File: config.mk
export PLATFORM = sky130hd
export DESIGN_NAME = data_mem_ctrl
export DESIGN_NICKNAME = d
export VERILOG_FILES = /design/src/rtl/data_mem_ctrl_pkg.sv /design/src/rtl/data_mem_ctrl_be_lane_unit.sv /design/src/rtl/data_mem_ctrl.sv
export SDC_FILE = /design/constraint.sdc
export NUM_CORES = 1
export LEC_CHECK = 0
export CORE_MARGIN = 2
export CORE_UTILIZATION = 54
export CTS_BUF_LIST = sky130_fd_sc_hd__clkbuf_16
export DETAILED_ROUTE_END_ITERATION = 16
export HOLD_SLACK_MARGIN = 0.06
export PLACE_DENSITY = 0.94
export SLEW_MARGIN = 40
export SYNTH_ARGS = -nofsm -noshare
export SYNTH_HDL_FRONTEND = slang
export SYNTH_HIERARCHICAL = 1
export SYNTH_SLANG_ARGS = --single-unit
File: constraint.sdc
create_clock -name clk -period 16.83 [get_ports clk]
set_clock_uncertainty 0.1 [all_clocks]
set_input_delay 3.366 -clock clk [delete_from_list [all_inputs] [get_ports clk]]
set_output_delay 3.366 -clock clk [all_outputs]
set_load 0.01 [all_outputs]
File: src/rtl/data_mem_ctrl_pkg.sv
// rtl/data_mem_ctrl_pkg.sv - size encodings, lane offsets and FSM states for the data RAM sequencer
package data_mem_ctrl_pkg;

   localparam logic [1:0] SZ_BYTE = 2'b00;
   localparam logic [1:0] SZ_HALF = 2'b01;
   localparam logic [1:0] SZ_WORD = 2'b10;
   localparam logic [1:0] SZ_BAD  = 2'b11;

   // Big-endian byte offsets: offset 0 is the most significant byte of the word.
   localparam logic [1:0] OFF_0 = 2'd0;
   localparam logic [1:0] OFF_1 = 2'd1;
   localparam logic [1:0] OFF_2 = 2'd2;
   localparam logic [1:0] OFF_3 = 2'd3;

   typedef enum logic [2:0] {
      ST_IDLE,
      ST_ACC,
      ST_RMW_RD,
      ST_RMW_WR,
      ST_RESP
   } state_t;

endpackage

File: src/rtl/data_mem_ctrl_be_lane_unit.sv
// rtl/data_mem_ctrl_be_lane_unit.sv - big-endian sub-word store merge and load extract
module data_mem_ctrl_be_lane_unit
   import data_mem_ctrl_pkg::*;
(
   input  logic [31:0] word,
   input  logic [31:0] store_data,
   input  logic [1:0]  size,
   input  logic [1:0]  offset,
   input  logic        sext,
   output logic [31:0] merged,
   output logic [31:0] loaded
);

   logic [7:0]  lane_b;
   logic [15:0] lane_h;

   // Drop the right-justified store data into its lane, keep the other bytes of the old word
   always_comb begin
      merged = store_data;
      if (size == SZ_BYTE) begin
         case (offset)
            OFF_0: merged = {store_data[7:0], word[23:0]};
            OFF_1: merged = {word[31:24], store_data[7:0], word[15:0]};
            OFF_2: merged = {word[31:16], store_data[7:0], word[7:0]};
            OFF_3: merged = {word[31:8], store_data[7:0]};
         endcase
      end else if (size == SZ_HALF) begin
         merged = offset[1] ? {word[31:16], store_data[15:0]} : {store_data[15:0], word[15:0]};
      end
   end

   // Pick the addressed lane out of the word and right-justify it with zero or sign fill
   always_comb begin
      lane_b = word[7:0];
      case (offset)
         OFF_0: lane_b = word[31:24];
         OFF_1: lane_b = word[23:16];
         OFF_2: lane_b = word[15:8];
         OFF_3: lane_b = word[7:0];
      endcase
      lane_h = offset[1] ? word[15:0] : word[31:16];
      loaded = word;
      if (size == SZ_BYTE) begin
         loaded = {{24{sext & lane_b[7]}}, lane_b};
      end else if (size == SZ_HALF) begin
         loaded = {{16{sext & lane_h[15]}}, lane_h};
      end
   end

endmodule

File: src/rtl/data_mem_ctrl.sv
// rtl/data_mem_ctrl.sv - two-port round-robin arbiter and access sequencer for the data RAM
module data_mem_ctrl
   import data_mem_ctrl_pkg::*;
#(
   parameter int RAM_ADDR_W = 11,
   parameter int MEM_LIMIT  = 1024
) (
   input  logic                  clk,
   input  logic                  rst,
   input  logic                  m0_req,
   input  logic                  m0_we,
   input  logic [1:0]            m0_size,
   input  logic                  m0_sext,
   input  logic [RAM_ADDR_W-1:0] m0_addr,
   input  logic [31:0]           m0_wdata,
   output logic [31:0]           m0_rdata,
   output logic                  m0_ack,
   output logic                  m0_err,
   output logic                  m0_stall,
   input  logic                  m1_req,
   input  logic                  m1_we,
   input  logic [1:0]            m1_size,
   input  logic                  m1_sext,
   input  logic [RAM_ADDR_W-1:0] m1_addr,
   input  logic [31:0]           m1_wdata,
   output logic [31:0]           m1_rdata,
   output logic                  m1_ack,
   output logic                  m1_err,
   output logic                  ram_ce,
   output logic                  ram_we,
   output logic [RAM_ADDR_W-1:0] ram_addr,
   output logic [31:0]           ram_wdata,
   input  logic [31:0]           ram_rdata
);

   state_t                state, state_d;
   logic                  last_grant, gnt_q, we_q, sext_q, err_q;
   logic [1:0]            size_q;
   logic [RAM_ADDR_W-1:0] addr_q;
   logic [31:0]           wdata_q;

   logic                  sel, grab, bad;
   logic                  cur_port, cur_we, cur_sext, cur_err;
   logic [1:0]            cur_size;
   logic [RAM_ADDR_W-1:0] cur_addr, word_addr;
   logic [31:0]           cur_wdata, merged, loaded;

   logic                  ram_ce_d, ram_we_d, m0_ack_d, m1_ack_d, m0_err_d, m1_err_d;
   logic [RAM_ADDR_W-1:0] ram_addr_d;
   logic [31:0]           ram_wdata_d, m0_rdata_d, m1_rdata_d;

   assign m0_stall = m0_req & ~m0_ack;

   // Round-robin pick; the transaction fields come live from the winner in IDLE, from the latch after
   always_comb begin
      sel = (m0_req && m1_req) ? ~last_grant : m1_req;
      if (state == ST_IDLE) begin
         cur_port  = sel;
         cur_we    = sel ? m1_we    : m0_we;
         cur_size  = sel ? m1_size  : m0_size;
         cur_sext  = sel ? m1_sext  : m0_sext;
         cur_addr  = sel ? m1_addr  : m0_addr;
         cur_wdata = sel ? m1_wdata : m0_wdata;
      end else begin
         cur_port  = gnt_q;
         cur_we    = we_q;
         cur_size  = size_q;
         cur_sext  = sext_q;
         cur_addr  = addr_q;
         cur_wdata = wdata_q;
      end
      bad = (cur_size == SZ_BAD)
         || (cur_size == SZ_HALF && cur_addr[0])
         || (cur_size == SZ_WORD && cur_addr[1:0] != 2'b00)
         || (32'(cur_addr) >= 32'(MEM_LIMIT));
      cur_err   = (state == ST_IDLE) ? bad : err_q;
      word_addr = {cur_addr[RAM_ADDR_W-1:2], 2'b00};
   end

   data_mem_ctrl_be_lane_unit u_be_lane_unit (
      .word       (ram_rdata),
      .store_data (cur_wdata),
      .size       (cur_size),
      .offset     (cur_addr[1:0]),
      .sext       (cur_sext),
      .merged     (merged),
      .loaded     (loaded)
   );

   // Next state, then the output values to register for the state being entered
   always_comb begin
      state_d     = state;
      grab        = 1'b0;
      ram_ce_d    = 1'b0;
      ram_we_d    = 1'b0;
      ram_addr_d  = ram_addr;
      ram_wdata_d = ram_wdata;
      m0_ack_d    = 1'b0;
      m1_ack_d    = 1'b0;
      m0_err_d    = 1'b0;
      m1_err_d    = 1'b0;
      m0_rdata_d  = m0_rdata;
      m1_rdata_d  = m1_rdata;
      case (state)
         ST_IDLE: begin
            if (m0_req || m1_req) begin
               grab = 1'b1;
               if (bad) begin
                  state_d = ST_RESP;
               end else if (cur_we && cur_size != SZ_WORD) begin
                  state_d = ST_RMW_RD;
               end else begin
                  state_d = ST_ACC;
               end
            end
         end
         ST_ACC:    state_d = ST_RESP;
         ST_RMW_RD: state_d = ST_RMW_WR;
         ST_RMW_WR: state_d = ST_RESP;
         ST_RESP:   state_d = ST_IDLE;
         default:   state_d = ST_IDLE;
      endcase
      case (state_d)
         ST_ACC: begin
            ram_ce_d   = 1'b1;
            ram_we_d   = cur_we;
            ram_addr_d = word_addr;
            if (cur_we) begin
               ram_wdata_d = cur_wdata;
            end
         end
         ST_RMW_RD: begin
            ram_ce_d   = 1'b1;
            ram_addr_d = word_addr;
         end
         ST_RMW_WR: begin
            ram_ce_d    = 1'b1;
            ram_we_d    = 1'b1;
            ram_addr_d  = word_addr;
            ram_wdata_d = merged;
         end
         ST_RESP: begin
            if (cur_port) begin
               m1_ack_d = 1'b1;
               m1_err_d = cur_err;
            end else begin
               m0_ack_d = 1'b1;
               m0_err_d = cur_err;
            end
            // Load data is only present on ram_rdata during the ACC cycle.
            if (state == ST_ACC && !cur_we) begin
               if (cur_port) begin
                  m1_rdata_d = loaded;
               end else begin
                  m0_rdata_d = loaded;
               end
            end
         end
         default: ;
      endcase
   end

   // FSM state register
   always_ff @(posedge clk or posedge rst) begin
      if (rst) begin
         state <= ST_IDLE;
      end else begin
         state <= state_d;
      end
   end

   // Grant history and request latch, captured only when IDLE accepts a request
   always_ff @(posedge clk or posedge rst) begin
      if (rst) begin
         last_grant <= 1'b1;
         gnt_q      <= 1'b0;
         we_q       <= 1'b0;
         size_q     <= SZ_BYTE;
         sext_q     <= 1'b0;
         addr_q     <= '0;
         wdata_q    <= '0;
         err_q      <= 1'b0;
      end else if (grab) begin
         last_grant <= sel;
         gnt_q      <= sel;
         we_q       <= cur_we;
         size_q     <= cur_size;
         sext_q     <= cur_sext;
         addr_q     <= cur_addr;
         wdata_q    <= cur_wdata;
         err_q      <= bad;
      end
   end

   // Registered RAM strobes and port responses
   always_ff @(posedge clk or posedge rst) begin
      if (rst) begin
         ram_ce    <= 1'b0;
         ram_we    <= 1'b0;
         ram_addr  <= '0;
         ram_wdata <= '0;
         m0_ack    <= 1'b0;
         m1_ack    <= 1'b0;
         m0_err    <= 1'b0;
         m1_err    <= 1'b0;
         m0_rdata  <= '0;
         m1_rdata  <= '0;
      end else begin
         ram_ce    <= ram_ce_d;
         ram_we    <= ram_we_d;
         ram_addr  <= ram_addr_d;
         ram_wdata <= ram_wdata_d;
         m0_ack    <= m0_ack_d;
         m1_ack    <= m1_ack_d;
         m0_err    <= m0_err_d;
         m1_err    <= m1_err_d;
         m0_rdata  <= m0_rdata_d;
         m1_rdata  <= m1_rdata_d;
      end
   end

endmodule

==> flow_summary.json <==
{
  "status": "complete, no violations",
  "rsz0062_at_grt": "no",
  "grt_pass1_wl_mm": 45.08,
  "yosysUniqueCellTypes": 60,
  "initial_core_util_pct": 54.78,
  "path_class": "primary input to output port",
  "rr_endpoint": "m1_rdata[21]$_DFFE_PP0P_",
  "overflow": 0,
  "cp_data_arrival_time_ps": 4740,
  "synth_top_flop_cell": "dfrtp_1",
  "coreArea_um2": 17120,
  "post_drt_wl_per_cell_um": 21.45,
  "track_usage_pct": 31.94,
  "ys_seq_elements": 164,
  "crit_family": "buffers and inverters",
  "yosys.area.top_type": "dfrtp_1",
  "startpoint_type": "primary input",
  "hold_viol": 0,
  "htree_levels": 4,
  "critPathCaptureType": "output port",
  "nNetsFinal": 1259,
  "timing.final.crit_share_pct": 48.73,
  "syn_area_um2": 9376,
  "synth-edff-count": 0,
  "synth_area_leaders": "dfrtp_1 44%, mux2i_1 11%, mux2_2 9.6%",
  "worstPathCellList": "clkdlybuf4s50_1 > nor2b_1 > clkdlybuf4s50_1",
  "crit_slowest_cell": "clkdlybuf4s50_1",
  "crit_top_cell": "clkdlybuf4s50_1",
  "r2r-start": "state[1]$_DFF_PP0_",
  "antenna_found_initial": 0,
  "cp.required_ps": 13360,
  "fill_cells": 1120,
  "ctsResizeCount": 0,
  "route.vias.total": 8386,
  "port_buffers": 241,
  "drive_above_1_share_pct": 15.32,
  "route.detailed.drc": 0,
  "drt_iter0_drc": 1127,
  "die_w_um": 135.8,
  "ant_nets": 0,
  "endpoint": "m0_stall",
  "synthTopCellsByCount": "163 x dfrtp_1, 103 x mux2i_1, 96 x nor2_1",
  "drt_wl_total_mm": 29.32,
  "r2r_cells": 9,
  "power_density_nw_per_um2": 216.9,
  "async_reset_ff_share_pct": 100.0,
  "cts-root-buf": "clkbuf_16",
  "cts_setup_buffers": 0,
  "cts_buffer_depth": 2,
  "yosysWarnings": 6,
  "cts.sinks": 164,
  "pin_count": 244,
  "hp-class": "flip-flop to flip-flop",
  "fin_crit_ps": 8201,
  "tightest_slew_ps": 954.6,
  "clock_latency_ps": 440,
  "peakVddDrop_mv": 0.1218,
  "maxSlewViolCount": 0,
  "totalPowerFinal_uw": 2705,
  "synth_top_area_share_pct": 43.50,
  "dpl.hpwl_mm": 19.36,
  "cts_made_buffers": 17,
  "gp_congestion": 0.9477,
  "slew_headroom_pct": 36.36,
  "diodes": 0,
  "syn_inst": 926,
  "synth.most_common_cell": "dfrtp_1",
  "cts_tree": "yes",
  "fmax_ghz": 0.1219,
  "slowest_delay_ps": 650,
  "clk_pin_slew_ps": 70,
  "power.leakage_uw": 0.005154,
  "die_h_um": 135.8,
  "cts_hold_buf": 0,
  "placementRows": 48,
  "worst-path-max-fanout": 6,
  "min_from": "wdata_q[5]$_DFFE_PP0P_",
  "area_growth_pct": 33.00,
  "die_area_um2": 18430,
  "synth_seq_area_share_pct": 43.78,
  "grt_max_degree": 98,
  "path_depth": 3,
  "crit_buf_inv": 2,
  "first_global_vias": 8428,
  "setup_viol": 0,
  "tns_ps": 0,
  "cp-startpoint": "m0_req",
  "syn_area_per_cell_um2": 10.13,
  "routed_via_density": 6.135,
  "cap_violations": 0,
  "r2r_slack_ps": 12940,
  "drt-pass1-iter-count": 9
}
==> worst register-to-register path: cells and delay by family, from the launching register on <==
| kind | cells | cell delay [ps] |
|---|---|---|
| buffers and inverters | 2 | 1080 |
| muxes | 2 | 770 |
| AOI/OAI and AO/OA | 2 | 770 |
| and+or+nand+nor | 3 | 620 |
| DFF | 1 | 440 |
==> state kept, by name, indices dropped and copies added (netlist names) <==
name        cells
size_q          2
gnt_q           1
last_grant      1
wdata_q        32
m0_err          1
ram_addr        9
m1_ack          1
ram_wdata      32
ram_we          1
m0_ack          1
addr_q         11
we_q            1
err_q           1
m1_rdata       32
m1_err          1
ram_ce          1
sext_q          1
state           3
m0_rdata       32
==> area by class of cell <==
cell class,count,area (µm²),area share (%)
Clock buffer,17,425.4,3.411
Clock inverter,15,217.7,1.746
Inverter,20,80.08,0.6421
Multi-Input combinational cell,670,4822,38.67
Sequential cell,164,4105,32.92
Tap cell,225,281.5,2.257
Timing Repair Buffer,256,2539,20.36
==> cells in the final DEF (no fill, tap or decap), drive strengths merged, types with 11 or more instances in the layout <==
master | Yosys | layout
buf | 38 | 14
o221ai | 11 | 11
nor2 | 99 | 99
nand2 | 77 | 77
mux2 | 82 | 82
o21ai | 73 | 73
a21oi | 79 | 79
clkbuf | 35 | 18
nor2b | 25 | 25
a22oi | 11 | 11
o22ai | 24 | 24
clkdlybuf4s50 | 0 | 241
inv | 20 | 27
and2 | 12 | 12
mux2i | 103 | 103
dfrtp | 163 | 163
==> per-layer routing <==
layer / part of all wire (%) / global-route usage, % / up-vias / routed length (µm)
li1: - / - / 3703 / -
met1: 37 / 39.90 / 3982 / 10940
met3: 9.9 / 8.118 / 156 / 2897
met5: 0 / 0 / - / 0
met2: 47 / 49.89 / 545 / 13700
met4: 6.1 / 19.62 / 0 / 1788
==> through the flow <==
step / util [%] / setup slack (ps) / area, µm² / hold WS (ps) / instances
floorplan: - / 8932 / 9380 / 342.5 / 927
global placement: 68.93 / 8648 / 11800 / 361.1 / 1333
detailed placement: 69.04 / 8632 / 11820 / 370.0 / 1335
CTS: 72.80 / 8632 / 12460 / 386.7 / 1367
global route: 72.86 / 8586 / 12470 / 406.7 / 1367
finish: 72.86 / 8629 / 12470 / 381.7 / 1367
==> worst min-delay path by stage <==
stage	slack (ps)	cells after the start	to
after floorplan	340	2	addr_q[0]$_DFFE_PP0P_
after global placement	360	2	addr_q[0]$_DFFE_PP0P_
after detailed placement	370	2	size_q[0]$_DFFE_PP0P_
after CTS	390	2	wdata_q[5]$_DFFE_PP0P_
after global routing	410	2	size_q[0]$_DFFE_PP0P_
final	380	2	wdata_q[5]$_DFFE_PP0P_
==> where the power goes <==
part           leakage [µW]  total, µW  switching (µW)  internal, µW
Combinational       0.00289       1570             869           700
Sequential          0.00195        704             116           588
Clock              0.000312        432             179           253
Total               0.00515       2710            1160          1540
==> cells by family after synthesis <==
group	after synthesis	share of synthesized area, %
other	1	0.03999
buffers and inverters	93	5.244
DFF	164	43.78
muxes	192	22.52
AOI/OAI and AO/OA	234	16.11
and+or+nand+nor	242	12.30
Note: power is estimated with default switching activity, not from simulation.
